<file path="src/rtl/tmds_pkg.sv">
// Shared definitions for the pipelined TMDS encoder: lane modes, fixed
// guard-band / reset symbols and the control / TERC4 symbol lookups.
package tmds_pkg;

  typedef enum logic [2:0] {
    CONTROL      = 3'd0,
    VIDEO        = 3'd1,
    VIDEO_GUARD  = 3'd2,
    ISLAND       = 3'd3,
    ISLAND_GUARD = 3'd4,
    RAW          = 3'd5
  } mode_t;

  localparam logic [9:0] VGB_A        = 10'b1011001100;
  localparam logic [9:0] VGB_B        = 10'b0100110011;
  localparam logic [9:0] RESET_SYMBOL = 10'b1101010100;

  // Control period symbols, indexed by {C1, C0}.
  function automatic logic [9:0] control_symbol(input logic [1:0] c);
    logic [9:0] s;
    case (c)
      2'b00:   s = 10'b1101010100;
      2'b01:   s = 10'b0010101011;
      2'b10:   s = 10'b0101010100;
      default: s = 10'b1010101011;
    endcase
    return s;
  endfunction

  // TERC4 code table for data-island payload nibbles.
  function automatic logic [9:0] terc4_symbol(input logic [3:0] d);
    logic [9:0] s;
    case (d)
      4'h0:    s = 10'b1010011100;
      4'h1:    s = 10'b1001100011;
      4'h2:    s = 10'b1011100100;
      4'h3:    s = 10'b1011100010;
      4'h4:    s = 10'b0101110001;
      4'h5:    s = 10'b0100011110;
      4'h6:    s = 10'b0110001110;
      4'h7:    s = 10'b0100111100;
      4'h8:    s = 10'b1011001100;
      4'h9:    s = 10'b0100111001;
      4'hA:    s = 10'b0110011100;
      4'hB:    s = 10'b1011000110;
      4'hC:    s = 10'b1010001110;
      4'hD:    s = 10'b1001110001;
      4'hE:    s = 10'b0101100011;
      default: s = 10'b1011000011;
    endcase
    return s;
  endfunction

  // Number of ones in a byte (0..8).
  function automatic logic [3:0] popcount8(input logic [7:0] d);
    logic [3:0] n;
    n = '0;
    for (int i = 0; i < 8; i++) n = n + {3'b000, d[i]};
    return n;
  endfunction

endpackage

</file>
<file path="src/rtl/tmds_encoder_pipe_lane.sv">
// One TMDS lane: stage 1 registers the inputs and the transition-minimised
// q_m word, stage 2 applies the DC-balance decision and owns the running
// disparity accumulator. Optional raw pass-through under TMDS_RAW_MODE_EN.
module tmds_lane
  import tmds_pkg::*;
#(
  parameter int CN        = 0,
  parameter int ACC_WIDTH = 5
) (
  input  logic                        clk_pixel,
  input  logic                        reset,
  input  logic [2:0]                  mode,
  input  logic [7:0]                  video_data,
  input  logic [3:0]                  data_island_data,
  input  logic [1:0]                  control_data,
  input  logic [9:0]                  raw_data,
  output logic [9:0]                  tmds,
  output logic signed [ACC_WIDTH-1:0] disparity
);

  // Stage 1 state
  mode_t      mode_d, mode_q;
  logic [1:0] ctrl_d, ctrl_q;
  logic [3:0] terc4_d, terc4_q;
  logic [8:0] qm_d, qm_q;
  logic [3:0] n1_d, n1_q;
  logic [3:0] n1_video;
  logic       use_xnor;

`ifdef TMDS_RAW_MODE_EN
  logic [9:0] raw_d, raw_q;
  assign raw_d = raw_data;
`else
  // Raw symbols are not part of this build; the port is left dangling.
  logic unused_raw;
  assign unused_raw = ^raw_data;
`endif

  // Stage 1: choose XOR/XNOR chain and build q_m plus its ones count
  always_comb begin
    // NOTE: every always_comb output gets a value before any branch, so no latch can be inferred.
    qm_d     = '0;
    n1_video = popcount8(video_data);
    use_xnor = (n1_video > 4'd4) || ((n1_video == 4'd4) && !video_data[0]);
    qm_d[0]  = video_data[0];
    for (int i = 1; i < 8; i++)
      qm_d[i] = use_xnor ? ~(qm_d[i-1] ^ video_data[i]) : (qm_d[i-1] ^ video_data[i]);
    qm_d[8]  = ~use_xnor;
    n1_d     = popcount8(qm_d[7:0]);
    mode_d   = mode_t'(mode);
    ctrl_d   = control_data;
    terc4_d  = data_island_data;
  end

  // Stage 1 registers, cleared asynchronously
  // NOTE: sequential state uses non-blocking assignments so every flop samples pre-edge values.
  always_ff @(posedge clk_pixel or posedge reset) begin
    if (reset) begin
      mode_q  <= CONTROL;
      ctrl_q  <= '0;
      terc4_q <= '0;
      qm_q    <= '0;
      n1_q    <= '0;
`ifdef TMDS_RAW_MODE_EN
      raw_q   <= '0;
`endif
    end else begin
      mode_q  <= mode_d;
      ctrl_q  <= ctrl_d;
      terc4_q <= terc4_d;
      qm_q    <= qm_d;
      n1_q    <= n1_d;
`ifdef TMDS_RAW_MODE_EN
      raw_q   <= raw_d;
`endif
    end
  end

  // Stage 2 state
  logic [9:0]                  tmds_d, tmds_q;
  logic signed [ACC_WIDTH-1:0] acc_d, acc_q;
  logic signed [ACC_WIDTH-1:0] n1_minus_n0, n0_minus_n1, two_qm8, two_not_qm8;
  logic                        acc_pos, acc_neg, qm8;

  // Stage 2: symbol selection and running-disparity update
  always_comb begin
    qm8         = qm_q[8];
    // N0 = 8 - N1, so N1 - N0 = 2*N1 - 8 (wraps modulo 2^ACC_WIDTH)
    n1_minus_n0 = ACC_WIDTH'({n1_q, 1'b0}) - ACC_WIDTH'(8);
    n0_minus_n1 = -n1_minus_n0;
    two_qm8     = ACC_WIDTH'({qm8, 1'b0});
    two_not_qm8 = ACC_WIDTH'({~qm8, 1'b0});
    acc_neg     = acc_q[ACC_WIDTH-1];
    acc_pos     = !acc_neg && (acc_q != '0);
    // Invalid modes hold the symbol; every non-video mode clears the accumulator
    tmds_d      = tmds_q;
    acc_d       = '0;
    case (mode_q)
      VIDEO: begin
        if ((acc_q == '0) || (n1_q == 4'd4)) begin
          tmds_d = {~qm8, qm8, qm8 ? qm_q[7:0] : ~qm_q[7:0]};
          acc_d  = acc_q + (qm8 ? n1_minus_n0 : n0_minus_n1);
        end else if ((acc_pos && (n1_q > 4'd4)) || (acc_neg && (n1_q < 4'd4))) begin
          tmds_d = {1'b1, qm8, ~qm_q[7:0]};
          acc_d  = acc_q + n0_minus_n1 + two_qm8;
        end else begin
          tmds_d = {1'b0, qm8, qm_q[7:0]};
          acc_d  = acc_q + n1_minus_n0 - two_not_qm8;
        end
      end
      CONTROL:      tmds_d = control_symbol(ctrl_q);
      VIDEO_GUARD:  tmds_d = (CN == 1) ? VGB_B : VGB_A;
      ISLAND:       tmds_d = terc4_symbol(terc4_q);
      ISLAND_GUARD: tmds_d = (CN == 0) ? terc4_symbol({2'b11, ctrl_q}) : VGB_B;
`ifdef TMDS_RAW_MODE_EN
      RAW:          tmds_d = raw_q;
`endif
      default: ;
    endcase
  end

  // Stage 2 registers; reset drives the control-00 symbol onto the link
  always_ff @(posedge clk_pixel or posedge reset) begin
    if (reset) begin
      tmds_q <= RESET_SYMBOL;
      acc_q  <= '0;
    end else begin
      tmds_q <= tmds_d;
      acc_q  <= acc_d;
    end
  end

  assign tmds      = tmds_q;
  assign disparity = acc_q;

endmodule

</file>
<file path="src/rtl/tmds_encoder_pipe.sv">
// Multi-lane two-stage TMDS encoder with one shared mode. Fixed latency of
// two clk_pixel cycles in every mode. Define TMDS_RAW_MODE_EN to enable
// mode 5 (raw 10-bit symbol pass-through); otherwise mode 5 holds.
module tmds_encoder_pipe
  import tmds_pkg::*;
#(
  parameter int NUM_CHANNELS = 3,
  parameter int ACC_WIDTH    = 5
) (
  input  logic                              clk_pixel,
  input  logic                              reset,
  input  logic [2:0]                        mode,
  input  logic [8*NUM_CHANNELS-1:0]         video_data,
  input  logic [4*NUM_CHANNELS-1:0]         data_island_data,
  input  logic [2*NUM_CHANNELS-1:0]         control_data,
  input  logic [10*NUM_CHANNELS-1:0]        raw_data,
  output logic [10*NUM_CHANNELS-1:0]        tmds,
  output logic [ACC_WIDTH*NUM_CHANNELS-1:0] disparity
);

  // One lane per channel; guard-band channel number repeats every three lanes
  for (genvar i = 0; i < NUM_CHANNELS; i++) begin : g_lane
    tmds_lane #(
      .CN        (i % 3),
      .ACC_WIDTH (ACC_WIDTH)
    ) u_lane (
      .clk_pixel        (clk_pixel),
      .reset            (reset),
      .mode             (mode),
      .video_data       (video_data[8*i +: 8]),
      .data_island_data (data_island_data[4*i +: 4]),
      .control_data     (control_data[2*i +: 2]),
      .raw_data         (raw_data[10*i +: 10]),
      .tmds             (tmds[10*i +: 10]),
      .disparity        (disparity[ACC_WIDTH*i +: ACC_WIDTH])
    );
  end

endmodule

</file>
<file path="config.mk">
export PLATFORM = sky130hd
export DESIGN_NAME = tmds_encoder_pipe
export DESIGN_NICKNAME = d
export VERILOG_FILES = /design/src/rtl/tmds_pkg.sv /design/src/rtl/tmds_encoder_pipe_lane.sv /design/src/rtl/tmds_encoder_pipe.sv
export SDC_FILE = /design/constraint.sdc
export NUM_CORES = 1
export LEC_CHECK = 0
export BUFFER_PORTS_ARGS = -buffer_cell sky130_fd_sc_hd__buf_2
export CORE_MARGIN = 4
export CORE_UTILIZATION = 60
export CTS_BUF_LIST = sky130_fd_sc_hd__clkbuf_8
export DETAILED_ROUTE_END_ITERATION = 12
export PLACE_DENSITY_LB_ADDON = 0.05
export SYNTH_ARGS = -nofsm -noshare
export SYNTH_HDL_FRONTEND = slang
export SYNTH_HIERARCHICAL = 1
export SYNTH_SLANG_ARGS = --single-unit
export TNS_END_PERCENT = 1
</file>
<file path="constraint.sdc">
create_clock -name clk_pixel -period 7.8 [get_ports clk_pixel]
set_clock_uncertainty 0.15 [all_clocks]
set_input_delay 1.56 -clock clk_pixel [delete_from_list [all_inputs] [get_ports clk_pixel]]
set_output_delay 1.56 -clock clk_pixel [all_outputs]
set_load 0.005 [all_outputs]
</file>
==> flow_metrics.env <==
export IMPL_worst_endpoint_arrival_ns=7.33
export IMPL_floorplan_initialDensity_pct=61.5
export IMPL_max_slew_worst_pin_slew_ns=0.757
export IMPL_seq_area_frac_synth_pct=30.2
export IMPL_clock_latency_ns=0.39
export IMPL_io_buffer_count=88
export IMPL_crit_fanout=5
export IMPL_wl_met2_mm=8.38
export IMPL_max_clock_path_buffers=2
export IMPL_fill_cells=1227
export IMPL_syn_num_nets=1154
export IMPL_detail_route_wirelength_met1_mm=8.44
export IMPL_core_area_mm2=0.0146
export IMPL_placement_rows=44
export IMPL_layout_area_overhead_vs_synth_pct=8.49
export IMPL_share_of_the_clock_period_used_by_the_worst_path_pct=92.1
export IMPL_synthDistinctLibCells=76
export IMPL_io_pins=122
export IMPL_cts_hold_fix_buffers=0
export IMPL_number_of_endpoints_with_negative_hold_slack_in_the_final_report=0
export IMPL_netlist_instances=945
export IMPL_drc=0
export IMPL_clkTransAtPathRegs_ns=0.10
export IMPL_post_layout_total_power_w=0.00365
export IMPL_wl_met3_um=595
export IMPL_setup_viol_count_final=0
export IMPL_grt_setup_unrepaired="no"
export IMPL_ys_seq_elements=108
export IMPL_power_density_mw_per_mm2=374
export IMPL_timing_final_ws_setup_ns=0.612
export IMPL_detailedPlacementHpwl_mm=14.1
export IMPL_fp_dieH_um=131
export IMPL_clock_root_buffer="sky130_fd_sc_hd__clkbuf_8"
export IMPL_leakage_nw=4.76
export IMPL_regToRegEndpoint="g_lane[2].u_lane/disparity[4]$_DFF_PP0_"
export IMPL_topRoutingLayerUsed="met4"
export IMPL_wl_mm=17.8
export IMPL_count_of_flip_flops_with_a_built_in_enable_after_synthesis=0
export IMPL_worstHoldPathType="reg -> reg"
export IMPL_mean_area_per_synthesized_cell_um2=9.53
export IMPL_globalRouteOverflowTotal=0
export IMPL_pin_count_of_the_biggest_net_entering_global_routing=37
export IMPL_timing_critical_path_cells="buf_2 -> inv_1 -> fa_1 -> fa_1 -> fa_1 -> inv_1 -> ha_1 -> fa_1 -> nor3b_1 -> o21ai_0 -> a21oi_2 -> xor2_1 -> inv_1 -> fa_1 -> fa_1 -> inv_1 -> fa_1 -> ha_1 -> inv_1 -> fa_1 -> inv_1"
export IMPL_postSynth_topFlopCell="sky130_fd_sc_hd__dfrtp_1"
export IMPL_cpPeakStageDelay_ns=0.59
export IMPL_netlist_area_pre_place_mm2=0.00901
export IMPL_stdcell_count=1207
export IMPL_maxCapViolations=0
export IMPL_htree_levels=3
export IMPL_cp_slowest_cell="sky130_fd_sc_hd__fa_1"
export IMPL_crit_path_frequent_cell="sky130_fd_sc_hd__fa_1"
export IMPL_drtAntennaViolNets=0
export IMPL_hold_path_startpoint="g_lane[2].u_lane/tmds[9]$_DFFE_PP1P_"
export IMPL_final_core_util_pct=66.7
export IMPL_postCtsSetupRepairBufs=0
export IMPL_holdPathStages=2
export IMPL_async_reset_ff_share_pct=100
export IMPL_post_place_cells=1190
export IMPL_timing_reg2reg_worst_path_depth=11
export IMPL_dieWidth_um=131
export IMPL_cts_tree="yes"
export IMPL_max_slew_margin_rel_pct=49.5
export IMPL_cts_resized=0
export IMPL_place_worst_setup_slack_ns=0.241
export IMPL_grt_usage_pct=21.7
export IMPL_design_final_nets=1226
export IMPL_antenna_found_initial=1
export IMPL_achievable_frequency_mhz=139
export IMPL_timing_reg2reg_setup_slack_ns=5.10
export IMPL_timing_setup_tns_ns=0
export IMPL_grt_first_pass_wirelength_mm=29.7
export IMPL_post_route_cells_drive_above_1_share_pct=15.3
export IMPL_drt_first_pass_iters=5
export IMPL_gp_routability_congestion=0.895
export IMPL_drt_vias_per_instance=5.47
export IMPL_die_area_mm2=0.0170
export IMPL_timing_critical_path_to_type="register"
export IMPL_dr_total_vias=6608
export IMPL_detail_route_wl_per_cell_um=14.7
export IMPL_start_kind="primary input"
export IMPL_cp_required_ns=7.94
export IMPL_detailedRoute_firstIterationViolations=400
export IMPL_cts_sinks=108
export IMPL_ir_drop_worst_case_vdd_mv=0.426
export IMPL_grt_pass1_vias=6241
export IMPL_path_class="in -> reg"
export IMPL_run_status="completed"
export IMPL_reg2reg_from="g_lane[2].u_lane/n1_q[0]$_DFF_PP0_"
export IMPL_synth_warnings=6
export IMPL_timing_hold_worst_endpoint="g_lane[2].u_lane/tmds[9]$_DFFE_PP1P_"
export IMPL_report_final_slew_viol_count=0
export IMPL_numCtsBuffers=9
export IMPL_fin_crit_ns=7.19
report_power, final:
| group | internal [W] | switching [W] |
|---|---|---|
| Combinational | 0.00113 | 0.00124 |
| Clock | 0.000164 | 0.000186 |
| Sequential | 0.000756 | 0.000176 |
cell type report:
| type | instances | area, µm² | share of cell area [%] |
|---|---|---|---|
| Inverter | 138 | 518 | 5.30 |
| Clock inverter | 5 | 52.6 | 0.538 |
| Timing Repair Buffer | 93 | 478 | 4.89 |
| Sequential cell | 108 | 2720 | 27.8 |
| Multi-Input combinational cell | 667 | 5620 | 57.5 |
| Tap cell | 184 | 230 | 2.36 |
| Antenna cell | 1 | 2.50 | 0.0256 |
| Clock buffer | 11 | 151 | 1.55 |
per-stage QoR:
step,area (µm²),hold slack [ns]
detailed placement,9570,0.326
global route,9770,0.379
finish,9770,0.349
CTS,9770,0.341
global placement,9570,0.321
floorplan,9010,0.316
cells in the final DEF, fill, tap and decap left out, types with 5 or more instances in the layout:
master                     Yosys  routed
sky130_fd_sc_hd__dfrtp_1      93      93
sky130_fd_sc_hd__o22ai_1       6       6
sky130_fd_sc_hd__ha_1         98      98
sky130_fd_sc_hd__nor2b_1       8       8
sky130_fd_sc_hd__inv_1       138     140
sky130_fd_sc_hd__nand3_1      10      10
sky130_fd_sc_hd__nand2_1      54      54
sky130_fd_sc_hd__mux2i_1       7       7
sky130_fd_sc_hd__or3_1         5       5
sky130_fd_sc_hd__xnor2_4       7       7
sky130_fd_sc_hd__buf_2         3      88
sky130_fd_sc_hd__fa_1         34      34
sky130_fd_sc_hd__a31oi_1      10      10
sky130_fd_sc_hd__and2_1        7       7
sky130_fd_sc_hd__nor2_1       55      55
sky130_fd_sc_hd__xor2_1       30      30
sky130_fd_sc_hd__o21ai_0      35      35
sky130_fd_sc_hd__nor3b_1      13      13
sky130_fd_sc_hd__a21oi_1      60      60
sky130_fd_sc_hd__a211oi_1     11      11
sky130_fd_sc_hd__a21o_1       15      15
sky130_fd_sc_hd__o32ai_1       5       5
sky130_fd_sc_hd__clkbuf_8      0      11
sky130_fd_sc_hd__nand3b_1      5       5
sky130_fd_sc_hd__nand2b_1     14      14
sky130_fd_sc_hd__xnor2_1      42      42
sky130_fd_sc_hd__nor3_1       20      20
sky130_fd_sc_hd__o211ai_1     19      19
sky130_fd_sc_hd__o21bai_1      7       7
sky130_fd_sc_hd__dfstp_2      15      15
sky130_fd_sc_hd__buf_4         5       5
critical path: cells and delay by family:
| kind | cells | cell delay (ns) |
|---|---|---|
| AOI/OAI and AO/OA | 2 | 0.50 |
| and+or+nand+nor | 1 | 0.30 |
| buffers and inverters | 7 | 0.49 |
| xor gates and xnor gates | 1 | 0.21 |
| adders and majority gates | 10 | 4.30 |
routing by layer:
metal	track usage [%]	vias to the layer above
met1	30.8	3126
met4	7.92	0
met5	0	-
met2	34.0	111
met3	3.29	20
li1	-	3351
flip-flops by register name, indices dropped and copies added (netlist names):
name	count
g_lane.u_lane/mode_q	9
g_lane.u_lane/tmds	30
g_lane.u_lane/terc4_q	12
g_lane.u_lane/disparity	12
g_lane.u_lane/ctrl_q	6
g_lane.u_lane/qm_q	27
g_lane.u_lane/n1_q	12
Yosys cell counts, types with 8 or more instances:
library cell | count | area share (%)
sky130_fd_sc_hd__a211oi_1 | 11 | 0.92
sky130_fd_sc_hd__ha_1 | 98 | 14
sky130_fd_sc_hd__a31oi_1 | 10 | 0.69
sky130_fd_sc_hd__a21oi_1 | 60 | 3.3
sky130_fd_sc_hd__nor2b_1 | 8 | 0.56
sky130_fd_sc_hd__fa_1 | 34 | 7.6
sky130_fd_sc_hd__clkbuf_1 | 20 | 0.83
sky130_fd_sc_hd__xor2_1 | 30 | 2.9
sky130_fd_sc_hd__nor3_1 | 20 | 1.1
sky130_fd_sc_hd__nor3b_1 | 13 | 1.1
sky130_fd_sc_hd__inv_1 | 138 | 5.8
sky130_fd_sc_hd__nand3_1 | 10 | 0.56
sky130_fd_sc_hd__xnor2_1 | 42 | 4.1
sky130_fd_sc_hd__o21ai_0 | 35 | 1.9
sky130_fd_sc_hd__nor2_1 | 55 | 2.3
sky130_fd_sc_hd__nand2_1 | 54 | 2.3
sky130_fd_sc_hd__dfrtp_1 | 93 | 26
sky130_fd_sc_hd__dfstp_2 | 15 | 4.4
sky130_fd_sc_hd__nand2b_1 | 14 | 0.97
sky130_fd_sc_hd__a21o_1 | 15 | 1.3
sky130_fd_sc_hd__o211ai_1 | 19 | 1.6
worst max path at each step:
stage	start	slack, ns	endpoint
6_report	video_data[0]	0.61	g_lane[0].u_lane/n1_q[1]$_DFF_PP0_
5_1_grt	video_data[0]	0.30	g_lane[0].u_lane/n1_q[1]$_DFF_PP0_
4_1_cts	video_data[0]	0.65	g_lane[0].u_lane/n1_q[1]$_DFF_PP0_
3_5_place_dp	video_data[0]	0.24	g_lane[0].u_lane/n1_q[1]$_DFF_PP0_
3_3_place_gp	video_data[0]	0.35	g_lane[0].u_lane/n1_q[2]$_DFF_PP0_
2_1_floorplan	video_data[8]	0.71	g_lane[1].u_lane/n1_q[2]$_DFF_PP0_
cells by family after synthesis:
| group | Yosys count | synth area share (%) |
|---|---|---|
| adders and majority gates | 132 | 21.2 |
| AOI/OAI and AO/OA | 225 | 17.1 |
| xor gates and xnor gates | 87 | 11.1 |
| muxes | 11 | 1.28 |
| other | 3 | 0.125 |
| DFF | 108 | 30.2 |
| buffers and inverters | 170 | 7.42 |
| and+or+nand+nor | 209 | 11.6 |
Note: power is estimated with default switching activity, not from simulation.
